[config.mk]
export PLATFORM = sky130hd
export DESIGN_NAME = gpio_input_filter
export DESIGN_NICKNAME = d
export VERILOG_FILES = /design/src/rtl/gpio_input_filter.sv
export SDC_FILE = /design/constraint.sdc
export NUM_CORES = 1
export LEC_CHECK = 0
export ABC_AREA = 1
export ABC_CLOCK_PERIOD_IN_PS = 3600
export BUFFER_PORTS_ARGS = -buffer_cell sky130_fd_sc_hd__buf_2
export CORE_ASPECT_RATIO = 1.5
export CORE_UTILIZATION = 60
export DETAILED_ROUTE_END_ITERATION = 16
export PLACE_DENSITY_LB_ADDON = 0.2
export SLEW_MARGIN = 0
export SYNTH_ARGS = -nofsm -noshare
export SYNTH_HDL_FRONTEND = slang
export SYNTH_SLANG_ARGS = --single-unit
[constraint.sdc]
create_clock -name clk -period 3.6 [get_ports clk]
set_input_delay 0.9 -clock clk [delete_from_list [all_inputs] [get_ports clk]]
set_output_delay 0.9 -clock clk [all_outputs]
set_load 0.01 [all_outputs]
[src/rtl/gpio_input_filter.sv]
// gpio_input_filter: synchronises raw GPIO pads, optionally debounces each pin,
// detects clean edges and latches sticky per-pin interrupt-pending flags.
module gpio_input_filter #(
  parameter int WIDTH           = 16,
  parameter int DEBOUNCE_CYCLES = 1000,
  parameter int CNT_W           = 16
) (
  input  logic             clk,
  input  logic             rst,
  input  logic [WIDTH-1:0] pin_in,
  input  logic [WIDTH-1:0] filt_en,
  input  logic [WIDTH-1:0] rise_en,
  input  logic [WIDTH-1:0] fall_en,
  input  logic [WIDTH-1:0] irq_clr,
  output logic [WIDTH-1:0] gpio_in_clean,
  output logic [WIDTH-1:0] rise_pulse,
  output logic [WIDTH-1:0] fall_pulse,
  output logic [WIDTH-1:0] irq_pending,
  output logic             irq
);
  localparam logic [CNT_W-1:0] LAST = CNT_W'(DEBOUNCE_CYCLES - 1);
  logic [WIDTH-1:0] r_s1, r_s2, r_clean, r_prev, r_pend, w_set;
  logic [CNT_W-1:0] r_cnt [WIDTH];
  always_ff @(posedge clk) begin
    if (rst) begin
      r_s1   <= '0;
      r_s2   <= '0;
      r_prev <= '0;
      r_pend <= '0;
    end else begin
      r_s1   <= pin_in;
      r_s2   <= r_s1;
      r_prev <= r_clean;
      r_pend <= w_set | (r_pend & ~irq_clr);
    end
  end
  // Loading s2 into clean is harmless when they already match, so pass-through,
  // stable input and an expired count share one update path.
  always_ff @(posedge clk) begin
    for (int i = 0; i < WIDTH; i++) begin
      if (rst) begin
        r_clean[i] <= 1'b0;
        r_cnt[i]   <= '0;
      end else if (!filt_en[i] || r_s2[i] == r_clean[i] || r_cnt[i] == LAST) begin
        r_clean[i] <= r_s2[i];
        r_cnt[i]   <= '0;
      end else begin
        r_cnt[i]   <= r_cnt[i] + 1'b1;
      end
    end
  end
  assign gpio_in_clean = r_clean;
  assign rise_pulse    = r_clean & ~r_prev;
  assign fall_pulse    = ~r_clean & r_prev;
  assign w_set         = (rise_pulse & rise_en) | (fall_pulse & fall_en);
  assign irq_pending   = r_pend;
  assign irq           = |r_pend;
endmodule

==> reports/results.txt <==
final hold violation count = 0
Post-Syn Area = 18200 sq um
first-pass GRT wire length = 61200 um
All-Layer GR Usage = 24.1%
Sw Share = 22.7%
Synth Flop Type = edfxtp_1
Root Buffer = clkbuf_16
status = completed
Rows = 77
post-synth top area share = 42.2%
clock-pin slew on the worst setup and hold paths = 0.06 ns
crit path kind = flip-flop to output port
DRT iter0 DRCs = 585
RSZ-0062 raised after global routing = no
clock skew = 0.00847 ns
Core Area = 29700 sq um
CTS resizes = 0
IO buf count = 146
Rel. slew slack = 29.5%
vias after detailed routing = 15200
crit path DAT = 2.14 ns
clk buf depth = 3
Final period util = 84.4%
Startpoint Class = flip-flop
routed wl met2 = 18800 um
synth top area cells = edfxtp_1, nor2_1, nand2_1
Avg WL per Cell = 11.6 um
placed cell area = 20300 sq um
CTS tree = yes
CP Max Fanout = 3
slowest stage cell, crit path = nor4_1
I/O pins = 147
Tot Pwr = 8.56 mW
count leader, synth = nor2_1
nets = 2791
Die Y = 216 um
met1 WL = 14900 um
initial antenna violation count = 1
Cells on Worst Hold Path = 2
clock share of power = 40.9%
VDD IR max = 0.402 mV
CP required = 2.70 ns
Synth cell types = 36
YS warnings = 0
met3 wire length = 1690 um
area delta synth->final = 17.4%
final WL = 36200 um
drt drc = 0
grt ovf = 0
P per Cell Area = 400 nW/um^2
combinational power share = 6.6%
post-route ant nets = 0
top sig layer = met4
share of layout cells above drive strength 1 = 9.30%
Seq/Total Area, Yosys = 50.9%
dpl hpwl = 27200 um
vias in the first global route = 14600
# clock sinks = 336
Mapped Avg Cell Area = 8.01 sq um
die span in x = 144 um
Antenna Cells = 0
CP max stage delay = 0.89 ns
Setup Fix Bufs, Post-CTS = 0
internal power = 6.62 mW
Slew Viols, Final = 0
clock latency on the worst-skew pair = 0.52 ns
asr flop ratio synth = 0%
Yosys top cell by area = edfxtp_1
Final Wtd Congestion = 0.868
number of enable flip-flop cells after synthesis = 256
Final min period = 3.04 ns
setup TNS = 0 ns
cts hold-fix bufs = 0
Syn Inst Count = 2277
largest net degree at the start of global routing = 49
Detailed Routing Iterations Pass 1 = 5
Initial Util = 61.5%
maximum clock rate = 329 MHz
die area = 31100 sq um
Post-synth top cells = nor2_1, nand2_1, inv_1
cts bufs inserted = 34
Slew @ Worst Pin = 1.05 ns
H-tree level count = 2
Hold Crit Class = flip-flop to flip-flop
post-route cell area = 21400 sq um
final number of setup-violating endpoints = 0
CP Capture Type = output port
R2R depth = 6
cell breakdown of the critical path = nor4_1, nand4_1, buf_2
max-cap violation count = 0
sequential power share = 52.5%
Via density = 4.87
Sw Pwr = 1.94 mW
P_leak = 9.18 nW
#FFs+latches synth = 336
-- layer usage --
layer | GRT usage (%) | up-vias
met2 | 45.7 | 330
met1 | 27.1 | 6935
met4 | 7.47 | 0
met3 | 3.71 | 61
met5 | 0 | -
li1 | - | 7842
-- per-stage QoR --
stage	std cells	hold WS [ns]	util (%)	setup WS, ns
5_1_grt	3114	0.418	72.1	0.567
6_report	3114	0.403	72.1	0.563
3_5_place_dp	3052	0.397	68.4	1.16
2_1_floorplan	2532	0.388	-	1.88
3_3_place_gp	3052	0.391	68.4	1.18
4_1_cts	3114	0.405	72.1	0.592
-- sequential cells by signal (all words and copies together) (netlist names) --
register and flops:
r_prev 16, r_s2 16, gpio_in_clean 16, r_cnt 256, irq_pending 16, r_s1 16
-- path summary, 6_finish.rpt --
kind / start / to / slack [ns]
worst max register to register: r_cnt[1][112] / r_cnt[1][126] / 1.89
worst min-delay path: r_s1[0] / r_s2[0] / 0.40
worst min register to register: r_s1[0] / r_s2[0] / 0.40
worst max-delay path: irq_pending[2] / irq / 0.56
-- cell type report --
type                            instances  area [sq um]
Clock buffer                           52          1040
Clock inverter                         10          72.6
Fill cell                            2412          8270
Inverter                              297          1110
Multi-Input combinational cell       1873          8610
Sequential cell                       336          9290
Tap cell                              395           494
Timing Repair Buffer                  151           781
-- critical path: cells and delay by family (launching register included) --
kind | cells | cell delay [ns]
and+or+nand+nor | 2 | 1.10
DFF | 1 | 0.32
buffers and inverters | 1 | 0.20
-- placed cells by master, fill, tap and decap left out, drive strengths merged, types with 7 or more instances in the layout --
master	instances
a21oi	100
and2	7
buf	151
clkbuf	52
clkinv	9
conb	256
dfxtp	80
edfxtp	256
ha	16
inv	297
nand2	537
nand3	148
nand3b	7
nand4	35
nor2	575
nor3	13
o211ai	16
o21ai	21
o21bai	9
or2	9
xnor2	42
xor2	78
-- power by group through the flow --
stage | logic, mW | clock network (mW) | registers [mW]
floorplan | 0.388 | 0 | 4.54
global placement | 0.536 | 0 | 4.57
detailed placement | 0.549 | 0 | 4.58
CTS | 0.555 | 3.58 | 4.50
global route | 0.651 | 3.72 | 4.52
finish | 0.562 | 3.50 | 4.50
-- logic make-up after synthesis --
group	after synthesis	synth area share, %
compound gates	146	4.39
xor+xnor	120	5.76
fa+ha+maj	16	1.10
buf+inv	323	7.10
flops	336	50.9
other cells	1	0.0206
simple gates	1335	30.7
Power figures use the tool's default switching activity.
